==> config.mk <==
export PLATFORM = sky130hd
export DESIGN_NAME = axi_llc_refill_arb
export DESIGN_NICKNAME = d
export VERILOG_FILES = /design/src/rtl/axi_llc_pkg.sv /design/src/rtl/axi_llc_credit_cnt.sv /design/src/rtl/axi_llc_refill_arb.sv
export SDC_FILE = /design/constraint.sdc
export NUM_CORES = 1
export LEC_CHECK = 0
export BUFFER_PORTS_ARGS = -buffer_cell sky130_fd_sc_hd__buf_4
export CAP_MARGIN = 20
export CORE_AREA = 2 2 39 41
export CTS_CLUSTER_DIAMETER = 50
export DETAILED_ROUTE_END_ITERATION = 10
export DIE_AREA = 0 0 41 43
export PLACE_DENSITY = 0.61
export SKIP_CTS_REPAIR_TIMING = 1
export SLEW_MARGIN = 5
export SYNTH_ARGS = -nofsm -noshare
export SYNTH_HDL_FRONTEND = slang
export SYNTH_HIERARCHICAL = 1
export SYNTH_SLANG_ARGS = --single-unit
==> constraint.sdc <==
create_clock -name clk_i -period 5.21 [get_ports clk_i]
set_input_delay 1.042 -clock clk_i [delete_from_list [all_inputs] [get_ports clk_i]]
set_output_delay 1.042 -clock clk_i [all_outputs]
set_load 0.01 [all_outputs]
==> src/rtl/axi_llc_pkg.sv <==
// axi_llc_pkg: shared constants and types for the LLC refill path.
//   RefillFifoDepth         - depth of the refill FIFO between AR and R masters.
//   RefillArbMaxOutstanding - credit limit of the refill arbiter; kept at least
//                             RefillFifoDepth + 1 so the refill FIFO never
//                             back-pressures the AR master because of the arbiter.
//   refill_arb_state_e      - refill arbiter FSM states.
package axi_llc_pkg;

  localparam int RefillFifoDepth         = 3;
  localparam int RefillArbMaxOutstanding = 4;

  typedef enum logic {
    ARB_IDLE,
    ARB_OFFER
  } refill_arb_state_e;

endpackage

==> src/rtl/axi_llc_credit_cnt.sv <==
// axi_llc_credit_cnt: saturating up/down credit counter with limit compare.
//   clk_i, rst_i - clock, synchronous active-high reset
//   inc_i        - take one credit (honoured only while avail_o is high)
//   dec_i        - return one credit (ignored when the count is already 0)
//   cnt_o        - credits currently taken
//   avail_o      - a credit can be taken this cycle, counting a same-cycle dec_i
module axi_llc_credit_cnt #(
  parameter  int unsigned MaxCount = 4,
  localparam int unsigned CntW     = $clog2(MaxCount + 1)
) (
  input  logic            clk_i,
  input  logic            rst_i,
  input  logic            inc_i,
  input  logic            dec_i,
  output logic [CntW-1:0] cnt_o,
  output logic            avail_o
);

  logic [CntW-1:0] cnt_q;
  logic [CntW-1:0] cnt_eff;
  logic            dec_eff;

  // A return in the same cycle frees its credit for an immediate re-take.
  always_comb begin
    dec_eff = dec_i && (cnt_q != '0);
    cnt_eff = cnt_q - CntW'(dec_eff);
    avail_o = cnt_eff < CntW'(MaxCount);
  end

  always_ff @(posedge clk_i) begin
    if (rst_i) begin
      cnt_q <= '0;
    end else begin
      cnt_q <= cnt_eff + CntW'(inc_i && avail_o);
    end
  end

  assign cnt_o = cnt_q;

  // A return with no credit taken indicates a protocol error upstream.
  assert property (@(posedge clk_i) disable iff (rst_i) !(dec_i && (cnt_q == '0)));

endmodule

==> src/rtl/axi_llc_refill_arb.sv <==
// axi_llc_refill_arb: round-robin arbiter and credit scheduler in front of the
// LLC refill unit.
//   clk_i, rst_i  - clock, synchronous active-high reset
//   stall_i       - suppresses new grants; a pending offer still completes
//   req_desc_i    - per-requester descriptors
//   req_valid_i   - per-requester valid
//   req_ready_o   - one-hot grant, high only in the capture cycle
//   desc_o        - registered winning descriptor
//   desc_valid_o  - desc_o is valid (held until desc_ready_i)
//   desc_ready_i  - refill unit accepts desc_o
//   grant_idx_o   - requester index of desc_o
//   done_i        - one pulse per completed refill
//   outstanding_o - refills captured but not yet completed
//   busy_o        - credits in use or an offer pending
module axi_llc_refill_arb
  import axi_llc_pkg::*;
#(
  parameter  int unsigned NumReq         = 2,
  parameter  int unsigned MaxOutstanding = RefillArbMaxOutstanding,
  parameter  type         desc_t         = logic,
  localparam int unsigned IdxW           = (NumReq > 1) ? $clog2(NumReq) : 1,
  localparam int unsigned CntW           = $clog2(MaxOutstanding + 1)
) (
  input  logic              clk_i,
  input  logic              rst_i,
  input  logic              stall_i,
  input  desc_t             req_desc_i [NumReq],
  input  logic [NumReq-1:0] req_valid_i,
  output logic [NumReq-1:0] req_ready_o,
  output desc_t             desc_o,
  output logic              desc_valid_o,
  input  logic              desc_ready_i,
  output logic [IdxW-1:0]   grant_idx_o,
  input  logic              done_i,
  output logic [CntW-1:0]   outstanding_o,
  output logic              busy_o
);

  refill_arb_state_e state_q, state_d;
  logic [IdxW-1:0]   rr_ptr_q;
  logic [IdxW-1:0]   winner;
  logic [IdxW-1:0]   rr_next;
  logic              found;
  logic              credit_avail;
  logic              capture;
  desc_t             desc_q;
  logic [IdxW-1:0]   grant_q;

  // First valid requester at or after rr_ptr_q, wrapping modulo NumReq.
  always_comb begin
    int unsigned cand;
    cand   = 0;
    winner = rr_ptr_q;
    found  = 1'b0;
    for (int unsigned i = 0; i < NumReq; i++) begin
      cand = 32'(rr_ptr_q) + i;
      if (cand >= NumReq) cand = cand - NumReq;
      if (!found && req_valid_i[IdxW'(cand)]) begin
        found  = 1'b1;
        winner = IdxW'(cand);
      end
    end
    rr_next = (32'(winner) == NumReq - 1) ? '0 : winner + 1'b1;
  end

  // In ARB_IDLE the state term alone enables capture, so desc_ready_i never
  // reaches req_ready_o combinationally there.
  always_comb begin
    state_d     = state_q;
    req_ready_o = '0;
    capture     = !rst_i && !stall_i && found && credit_avail &&
                  ((state_q == ARB_IDLE) || desc_ready_i);
    if (capture) begin
      req_ready_o[winner] = 1'b1;
      state_d             = ARB_OFFER;
    end else if ((state_q == ARB_OFFER) && desc_ready_i) begin
      state_d = ARB_IDLE;
    end
  end

  always_ff @(posedge clk_i) begin
    if (rst_i) begin
      state_q  <= ARB_IDLE;
      rr_ptr_q <= '0;
      desc_q   <= '0;
      grant_q  <= '0;
    end else begin
      state_q <= state_d;
      if (capture) begin
        desc_q   <= req_desc_i[winner];
        grant_q  <= winner;
        rr_ptr_q <= rr_next;
      end
    end
  end

  axi_llc_credit_cnt #(
    .MaxCount(MaxOutstanding)
  ) i_credit_cnt (
    .clk_i  (clk_i),
    .rst_i  (rst_i),
    .inc_i  (capture),
    .dec_i  (done_i),
    .cnt_o  (outstanding_o),
    .avail_o(credit_avail)
  );

  assign desc_o       = desc_q;
  assign grant_idx_o  = grant_q;
  assign desc_valid_o = (state_q == ARB_OFFER);
  assign busy_o       = (outstanding_o != '0) || desc_valid_o;

endmodule
==> reports/qor.csv, run 1 <==
stage,metric,value,unit
floorplan,die_area,1763,µm²
finish,layout_common_cells,"buf_4, dfxtp_1, inv_1",
critical_path,cp_cell_sequence,buf_4 -> o31a_2 -> ha_1 -> ha_1 -> xnor2_2 -> o2111ai_4 -> nor3_1 -> buf_4,
pwr,p_leak,0.2989,nW
timing,finalMaxSlewViolations,0,
finish,drive_gt1_share,45.31,%
cts,cts_buffers,3,
finish,multi_input_area,265.3,µm²
drt,totalWireLength,771,µm
critical_path,critPathLaunchType,primary input,
floorplan,rows,14,
drt,viasPerCell,4.488,
drt,vias,359,
timing,max_freq,0.2802,GHz
logic_synthesis,yosysWarnings,6,
finish,nets,78,
cts,cts.sinks,7,
floorplan,die_w,41,µm
placed_design,place_area,575.6,µm²
logic_synthesis,syn_nets,56,
finish,fin_area,601.8,µm²
global_routing,grt_util_all_layers,9.256,%
cts,cts.clk_slew.worst_paths,0.05,ns
critical_path,endpoint_kind,primary output,
drt,wire_per_inst,9.638,µm
global_routing,grt_pass1_vias,306,
drt,first_pass_iters,2,
run,drv_cap,0,
drt,ant_nets,0,
timing,worst_slew_pin_slew,0.3458,ns
finish,final_common_cell,buf_4,
timing,rsz0062_at_grt,no,
timing,finalCriticalPeriod,3.569,ns
global_routing,overflow,0,
global_routing,grt_pass1_wl,1035,µm
logic_synthesis,synth.ff_latch_count,7,
finish,n_antenna_cell,0,
cts,cts_tree,yes,
cts,cts_root_buf,clkbuf_4,
logic_synthesis,synthesis.instances,43,
floorplan,core,1384,µm²
min_path,hold_path_class,reg -> reg,
pwr,p_per_area,509.9,nW/µm²
pwr,vdd_drop_max,0.2263,mV
finish,seqCellArea,140.1,µm²
critical_path,crit_fanout,8,
logic_synthesis,syn_area,427.9,µm²
floorplan,die_height,43,µm
timing,setup_tns,0,ns
critical_path,cpMaxStageDelayCell,xnor2_2,
logic_synthesis,ys_types,19,
placed_design,dp_hpwl,632.8,µm
finish,area_growth_syn_to_layout,40.64,%
cts,clockBufferDepth,2,
cts,cts_max_level,1,
critical_path,crit_required,4.17,ns
critical_path,crit_type,in -> out,
timing,period_share,68.49,%
critical_path,critical_path_arrival,2.53,ns
logic_synthesis,yosysSeqAreaShare,32.75,%
critical_path,critPathMaxStageDelay,0.25,ns
global_routing,grt_max_degree,12,
floorplan,start_util,30.92,%
placed_design,numPortBuffers,17,
drt,drc,0,
finish,n_fill_cell,145,
run_status,outcome,"complete, no violations",
timing,fin_skew,0.003580,ns
cts,worstSkewPairLatency,0.25,ns
global_routing,antenna_found_initial,0,
floorplan,io_pins,18,
timing,finalSetupViolations,0,
logic_synthesis,syn-mean-instance-area,9.951,µm²
timing,final_hold_viol_count,0,
timing,slew_headroom,76.94,%
drt,drt_iter0_markers,1,
placed_design,gp_congestion,0.6462,
## report_power, final
group	total, W	internal, W	switching, W
combinational	0.000172	0.0000953	0.0000769
clock	0.0000484	0.0000292	0.0000192
sequential	0.0000863	0.0000713	0.0000149
## through the flow
step	power (W)	std cells	utilization, %	hold WS [ns]	setup slack, ns
3_3_place_gp	0.0002599	76	41.59	0.4497	1.636
6_report	0.0003068	80	43.49	0.4624	1.642
4_1_cts	0.0003153	80	43.49	0.4685	1.619
5_1_grt	0.0003325	80	43.49	0.4920	1.521
2_1_floorplan	0.0002015	43	-	0.4783	1.855
3_5_place_dp	0.0002624	76	41.59	0.4607	1.622
## cell families after synthesis
kind of cell             Yosys count  share of synthesized area, %
adder cells (fa/ha/maj)            4                         11.70
multiplexers                       3                         8.186
XOR/XNOR                           1                         3.802
buffers and inverters              6                         5.263
AO/OA/AOI/OAI                      7                         19.30
AND/OR/NAND/NOR                   15                         19.00
flip-flops                         7                         32.75
## cell type report
cell class / count / area share, %
multi-input combinational: 30 / 44.07
inverter: 6 / 3.742
sequential: 7 / 23.28
timing repair buffer: 17 / 21.21
tap: 16 / 3.326
clock buffer: 4 / 4.366
## worst paths after layout
| check | endpoint | cells after the start | start | slack [ns] |
|---|---|---|---|---|
| setup / recovery | req_ready_o[1] | 8 | done_i | 1.64 |
| hold / removal | desc_o | 2 | desc_o | 0.46 |
| setup reg to reg | i_credit_cnt/cnt_o[2] | 11 | i_credit_cnt/cnt_o[2] | 2.66 |
| hold reg to reg | desc_o | 2 | desc_o | 0.46 |
## synth_stat cells
| master | count | share of area [%] |
|---|---|---|
| dfxtp_1 | 7 | 33 |
| inv_1 | 6 | 5.3 |
| ha_1 | 4 | 12 |
| nor2_1 | 4 | 3.5 |
| nor2b_1 | 4 | 5.8 |
| a21oi_2 | 2 | 4.1 |
| mux2i_1 | 2 | 4.7 |
| nand2b_1 | 2 | 2.9 |
| nor3_1 | 2 | 2.3 |
| a21o_2 | 1 | 2.0 |
| a21oi_1 | 1 | 1.2 |
| a221oi_2 | 1 | 3.5 |
| and2_2 | 1 | 1.8 |
| mux2_4 | 1 | 3.5 |
| nand2_1 | 1 | 0.88 |
| o2111ai_4 | 1 | 6.1 |
| o31a_2 | 1 | 2.3 |
| or4_1 | 1 | 1.8 |
| xnor2_2 | 1 | 3.8 |
## worst max-delay path: cells and delay by family
family	cells	cell delay, ns
buf+inv	2	0.26
fa+ha+maj	2	0.39
xor+xnor	1	0.25
compound gates	2	0.35
simple gates	1	0.23
## sequential cells by signal (all words and copies together) (netlist names)
register,flops
desc_o,1
desc_valid_o,1
grant_idx_o,1
i_credit_cnt/cnt_o,3
rr_ptr_q,1
## routing by layer
metal  up-vias  wire length, µm  GRT usage (%)
met5         -                0              0
met4         0                0          12.00
met3         0               36          1.571
met2         7              428          14.06
met1       163              307          8.414
li1        189                -              -
Note: power is estimated with default switching activity, not from simulation.
==> run 2: changes to the inputs <==
--- a/config.mk
+++ b/config.mk
@@ -11,7 +11,7 @@
 export CTS_CLUSTER_DIAMETER = 50
 export DETAILED_ROUTE_END_ITERATION = 10
 export DIE_AREA = 0 0 41 43
-export PLACE_DENSITY = 0.61
+export PLACE_DENSITY = 0.64
 export SKIP_CTS_REPAIR_TIMING = 1
 export SLEW_MARGIN = 5
 export SYNTH_ARGS = -nofsm -noshare
==> constraint.sdc (replaced) <==
create_clock -name clk_i -period 3 [get_ports clk_i]
set_input_delay 0.6 -clock clk_i [delete_from_list [all_inputs] [get_ports clk_i]]
set_output_delay 0.6 -clock clk_i [all_outputs]
set_load 0.01 [all_outputs]
==> run 2 against run 1 <==
  * Critical path depth shrank 1
  * Count of clock-buffer cells in the layout is the same
  * Sequential power grew 75%
  * Global-route usage grew 1.6 points
  * First-iteration DRC count grew to 5.0 times the previous value
  * Register-to-register slack lost 2.2 ns
  * Flip-flop and latch count is the same
  * Clock power grew 84%
  * Final area grew 0.83%
  * Clock skew grew 0.0011 ns
  * Worst setup slack lost 1.5 ns
  * Non-clock buffer count is the same
  * Largest power group unchanged
==> reports/qor.csv, run 2 (synthesis gave the netlist of run 1 again) <==
stage,metric,value,unit,change
timing,finalMaxSlewViolations,0,,unchanged
run_status,outcome,"complete, no violations",,
finish,largest_reg_flops,3,,unchanged
finish,n_fill_cell,143,,-1.4%
drt,totalWireLength,828,µm,+7.4%
timing,worst_slew_pin_slew,0.3493,ns,+0.003470 ns
critical_path,critical_path_arrival,2.26,ns,-0.27 ns
cts,cts_buffers,3,,unchanged
critical_path,cp_cell_sequence,o31a_2 -> ha_1 -> ha_1 -> xnor2_2 -> o2111ai_4 -> nor3_1 -> buf_4,,
floorplan,die_w,41,µm,unchanged
critical_path,critPathLaunchType,flop,,
floorplan,rows,14,,unchanged
finish,area_growth_syn_to_layout,41.81,%,
global_routing,grt_util_all_layers,10.88,%,+1.6 points
finish,layout_common_cells,"buf_4, dfxtp_1, inv_1",,
timing,slew_headroom,76.70,%,-0.23 points
drt,viasPerCell,4.713,,+5.0%
placed_design,dp_hpwl,648.3,µm,+2.4%
timing,max_freq,0.3501,GHz,
placed_design,dp_slack,0.2545,ns,-1.368 ns
floorplan,die_height,43,µm,unchanged
global_routing,overflow,0,,unchanged
run,drv_cap,0,,unchanged
drt,wire_per_inst,10.35,µm,+7.4%
critical_path,crit_required,2.40,ns,-1.77 ns
placed_design,numPortBuffers,17,,unchanged
cts,cts_tree,yes,,
finish,nets,78,,unchanged
timing,fin_skew,0.004699,ns,+0.001119 ns
timing,final_hold_viol_count,0,,unchanged
drt,first_pass_iters,5,,+3
critical_path,crit_type,reg -> out,,
timing,period_share,95.20,%,
cts,worstSkewPairLatency,0.25,ns,about the same
critical_path,crit_top_cell,ha_1,,
cts,cts.clk_slew.worst_paths,0.06,ns,about the same
finish,final_common_cell,buf_4,,
global_routing,grt_pass1_wl,1193,µm,+15%
pwr,vdd_drop_max,0.4529,mV,+100%
pwr,p_leak,0.2997,nW,+0.25%
global_routing,grt_max_degree,12,,unchanged
finish,n_antenna_cell,0,,unchanged
placed_design,gp_congestion,0.7132,,+10%
timing,setup_tns,0,ns,unchanged
critical_path,cpMaxStageDelayCell,o31a_2,,
placed_design,place_area,575.6,µm²,unchanged
cts,cts_max_level,1,,unchanged
drt,vias,377,,+5.0%
drt,drt_iter0_markers,5,,+4
timing,rsz0062_at_grt,no,,
timing,fin_ws,0.1440,ns,-1.498 ns
floorplan,die_area,1763,µm²,unchanged
cts,cts.sinks,7,,unchanged
floorplan,core,1384,µm²,unchanged
timing,finalCriticalPeriod,2.856,ns,
finish,drive_gt1_share,46.88,%,+1.6 points
timing,finalSetupViolations,0,,unchanged
drt,drc,0,,unchanged
global_routing,antenna_found_initial,0,,unchanged
cts,clockBufferDepth,2,,unchanged
critical_path,critPathMaxStageDelay,0.35,ns,+0.10 ns
cts,cts_root_buf,clkbuf_4,,
min_path,hold_path_class,reg -> reg,,
drt,ant_nets,0,,unchanged
finish,fin_area,606.8,µm²,+0.83%
floorplan,io_pins,18,,unchanged
pwr,p_per_area,898.3,nW/µm²,+76%
critical_path,crit_fanout,8,,unchanged
floorplan,start_util,30.92,%,unchanged
critical_path,endpoint_kind,primary output,,
global_routing,grt_pass1_vias,306,,unchanged
-- run 2: cell count changes in the layout (fill, tap and decap cells not counted) --
cell,previous run,this run
nor3_1,2,1
nor3_2,0,1
-- run 2: layer usage --
metal  global-route usage [%]  share of wire [%]  vias to the layer above
li1                         -                  -                      190
met1                    11.36                 40                      169
met2                    15.31                 49                       14
met3                    3.141                6.9                        4
met4                    12.00                4.2                        0
met5                        0                  0                        -
-- run 2: where the power goes --
| part | switching (W) | leakage [nW] | internal (W) |
|---|---|---|---|
| sequential | 0.0000268 | 0.0576 | 0.000124 |
| clock | 0.0000380 | 0.0150 | 0.0000510 |
| combinational | 0.000138 | 0.227 | 0.000167 |
-- run 2: final cells by class --
class | count | area (µm²) | share of cell area (%)
multi-input combinational | 30 | 270.3 | 44.54
sequential | 7 | 140.1 | 23.09
timing repair buffer | 17 | 127.6 | 21.03
clock buffer | 4 | 26.28 | 4.330
inverter | 6 | 22.52 | 3.711
tap | 16 | 20.02 | 3.299
-- run 2: path summary, 6_finish.rpt --
kind / startpoint / endpoint / slack (ns) / cells after the start
worst min register to register: desc_o / desc_o / 0.47 / 2
worst max register to register: i_credit_cnt/cnt_o[0] / i_credit_cnt/cnt_o[2] / 0.42 / 11
worst min-delay path: desc_o / desc_o / 0.47 / 2
worst max-delay path: i_credit_cnt/cnt_o[0] / req_ready_o[0] / 0.14 / 7
-- run 2: worst max-delay path, delay by kind of cell (launching register included) --
kind | cells | cell delay (ns)
XOR/XNOR | 1 | 0.26
flip-flops | 1 | 0.33
buffers and inverters | 1 | 0.15
AO/OA/AOI/OAI | 2 | 0.61
adder cells (fa/ha/maj) | 2 | 0.39
AND/OR/NAND/NOR | 1 | 0.25
-- run 2: metrics by stage --
step,power [W],cells,hold slack (ns),util [%]
after CTS,0.0005519,80,0.4679,43.49
after floorplan,0.0003500,43,0.4783,-
after global placement,0.0004497,76,0.4576,41.59
after global routing,0.0005902,80,0.4797,43.85
after detailed placement,0.0004560,76,0.4602,41.59
final,0.0005451,80,0.4666,43.85
==> run 3: changes to the inputs <==
--- a/config.mk
+++ b/config.mk
@@ -7,11 +7,13 @@
 export LEC_CHECK = 0
 export BUFFER_PORTS_ARGS = -buffer_cell sky130_fd_sc_hd__buf_4
 export CAP_MARGIN = 20
-export CORE_AREA = 2 2 39 41
+export CELL_PAD_IN_SITES_DETAIL_PLACEMENT = 0
+export CELL_PAD_IN_SITES_GLOBAL_PLACEMENT = 1
+export CORE_UTILIZATION = 29
 export CTS_CLUSTER_DIAMETER = 50
 export DETAILED_ROUTE_END_ITERATION = 10
-export DIE_AREA = 0 0 41 43
-export PLACE_DENSITY = 0.64
+export PLACE_DENSITY = 0.74
+export RECOVER_POWER = 100
 export SKIP_CTS_REPAIR_TIMING = 1
 export SLEW_MARGIN = 5
 export SYNTH_ARGS = -nofsm -noshare
==> run 3 against run 2 <==
  * Clock skew is 0.0036 ns higher
  * Cell count shrank 1.3%
  * Flip-flop and latch count unchanged
  * Via count decreased by 8.0%
  * Sequential share of layout area is 2.0 points higher
  * Wire length is 5.6% lower
  * Clock power fell by 3.4%
  * Maximum frequency increased by 2.1%
  * Largest power group unchanged
  * Highest routed layer is now met3
==> reports/qor.csv, run 3 (synthesis gave the netlist of run 1 again) <==
stage,metric,value,unit,change
timing,period_share,93.21,%,-2.0 points
min_path,hold_end,desc_o,,
finish,n_antenna_cell,0,,unchanged
finish,multi_input_area,255.2,µm²,-5.6%
finish,final_common_cell,clkbuf_1,,
finish,area_growth_syn_to_layout,30.41,%,
timing,finalMaxSlewViolations,0,,unchanged
global_routing,grt_pass1_wl,1007,µm,-16%
placed_design,dp_slack,0.3121,ns,+0.05754 ns
critical_path,r2r_cells,11,,unchanged
timing,rsz0062_at_grt,no,,
timing,fin_ws,0.2037,ns,+0.05975 ns
critical_path,critPathMaxStageDelay,0.35,ns,about the same
placed_design,gp_congestion,0.6135,,-14%
critical_path,critical_path_arrival,2.20,ns,-0.06 ns
critical_path,crit_top_cell,ha_1,,
critical_path,cp_cell_sequence,o31a_2 -> ha_1 -> ha_1 -> xnor2_2 -> o2111ai_4 -> nor3_1 -> clkbuf_1,,
floorplan,core,1334,µm²,-3.6%
cts,clockBufferDepth,2,,unchanged
min_path,min_from,desc_o,,
critical_path,r2r-start,i_credit_cnt/cnt_o[2],,
floorplan,start_util,32.08,%,+1.2 points
critical_path,critPathLaunchType,flop,,
drt,vias,347,,-8.0%
global_routing,antenna_found_initial,0,,unchanged
global_routing,grt_util_all_layers,9.648,%,-1.2 points
drt,first_pass_iters,4,,-1
cts,cts.sinks,7,,unchanged
finish,nets,78,,unchanged
run_status,outcome,"complete, no violations",,
timing,worst_hold_slack,0.4699,ns,+0.003263 ns
drt,drt_iter0_markers,2,,-3
critical_path,crit_fanout,8,,unchanged
timing,worst_slew_pin_slew,0.3249,ns,-0.02444 ns
pwr,p_leak,0.2615,nW,-13%
drt,viasPerCell,4.392,,-6.8%
drt,ant_nets,0,,unchanged
cts,cts_buffers,3,,unchanged
timing,final_hold_viol_count,0,,unchanged
critical_path,cpMaxStageDelayCell,dfxtp_1,,
cts,worstSkewPairLatency,0.25,ns,about the same
floorplan,die_area,1633,µm²,-7.4%
pwr,vdd_drop_max,0.3662,mV,-19%
placed_design,numPortBuffers,17,,unchanged
timing,finalCriticalPeriod,2.796,ns,-0.05975 ns
cts,cts_tree,yes,,
critical_path,crit_type,reg -> out,,
floorplan,die_height,40.41,µm,-6.0%
global_routing,grt_pass1_vias,259,,-15%
finish,layout_common_cells,"clkbuf_1, buf_4, dfxtp_1",,
timing,setup_tns,0,ns,unchanged
timing,slew_headroom,78.33,%,+1.6 points
global_routing,grt_max_degree,12,,unchanged
floorplan,io_pins,18,,unchanged
finish,drive_gt1_share,29.69,%,-17 points
timing,max_freq,0.3576,GHz,+2.1%
cts,cts_max_level,1,,unchanged
finish,n_fill_cell,153,,+7.0%
cts,cts_root_buf,clkbuf_4,,
floorplan,die_w,40.41,µm,-1.4%
critical_path,r2r-end,i_credit_cnt/cnt_o[2],,
min_path,hold_path_class,reg -> reg,,
run,drv_cap,0,,unchanged
min_path,whs_path_depth,2,,unchanged
drt,wire_per_inst,9.899,µm,-4.4%
cts,cts.clk_slew.worst_paths,0.06,ns,about the same
pwr,p_per_area,874.8,nW/µm²,-2.6%
critical_path,endpoint_kind,primary output,,
critical_path,crit_required,2.40,ns,about the same
floorplan,rows,13,,-1
timing,finalSetupViolations,0,,unchanged
critical_path,rrSetupSlack,0.46,ns,+0.04 ns
drt,drc,0,,unchanged
drt,totalWireLength,782,µm,-5.6%
finish,seqCellArea,140.1,µm²,unchanged
finish,largest_reg_flops,3,,unchanged
global_routing,overflow,0,,unchanged
timing,fin_skew,0.008314,ns,+0.003615 ns
==> run 3: worst max-delay path by stage <==
stage | slack, ns | end | cells past startpoint | startpoint
global route | 0.05 | req_ready_o[1] | 7 | i_credit_cnt/cnt_o[2]
floorplan | 0.53 | req_ready_o[0] | 6 | done_i
CTS | 0.16 | req_ready_o[1] | 7 | i_credit_cnt/cnt_o[2]
global placement | 0.34 | i_credit_cnt/cnt_o[2] | 12 | done_i
finish | 0.20 | req_ready_o[0] | 7 | i_credit_cnt/cnt_o[2]
detailed placement | 0.31 | req_ready_o[1] | 8 | done_i
==> run 3: area by class of cell <==
| cell class | count | area share (%) |
|---|---|---|
| timing repair buffer | 17 | 16.82 |
| clock buffer | 3 | 4.036 |
| sequential | 7 | 25.11 |
| tap | 15 | 3.363 |
| clock inverter | 1 | 0.8969 |
| multi-input combinational | 30 | 45.74 |
| inverter | 6 | 4.036 |
==> run 3: stage by stage <==
step                      utilization, %  power (W)  cell area (µm²)  instances
after floorplan                        -  0.0003500            427.9         43
after global placement             43.06  0.0004521            574.3         75
after detailed placement           43.06  0.0004545            574.3         75
after CTS                          45.12  0.0005456            601.8         79
after global routing               41.84  0.0005306            558.0         79
final                              41.84  0.0004881            558.0         79
==> run 3: worst max-delay path, delay by kind of cell (launching register included) <==
kind	cells	cell delay (ns)
buffers and inverters	1	0.18
XOR/XNOR	1	0.23
flip-flops	1	0.35
AND/OR/NAND/NOR	1	0.22
AO/OA/AOI/OAI	2	0.58
adder cells (fa/ha/maj)	2	0.39
==> run 3: report_power, final <==
group,switching [W],internal (W)
combinational,0.000129,0.000124
clock,0.0000372,0.0000488
sequential,0.0000262,0.000124
==> run 3: metal layers <==
layer,global-route usage (%),up-vias,part of all wire [%]
li1,-,188,-
met1,12.79,153,54
met2,12.30,6,43
met3,3.333,0,3.8
met4,7.500,0,0
met5,0,-,0
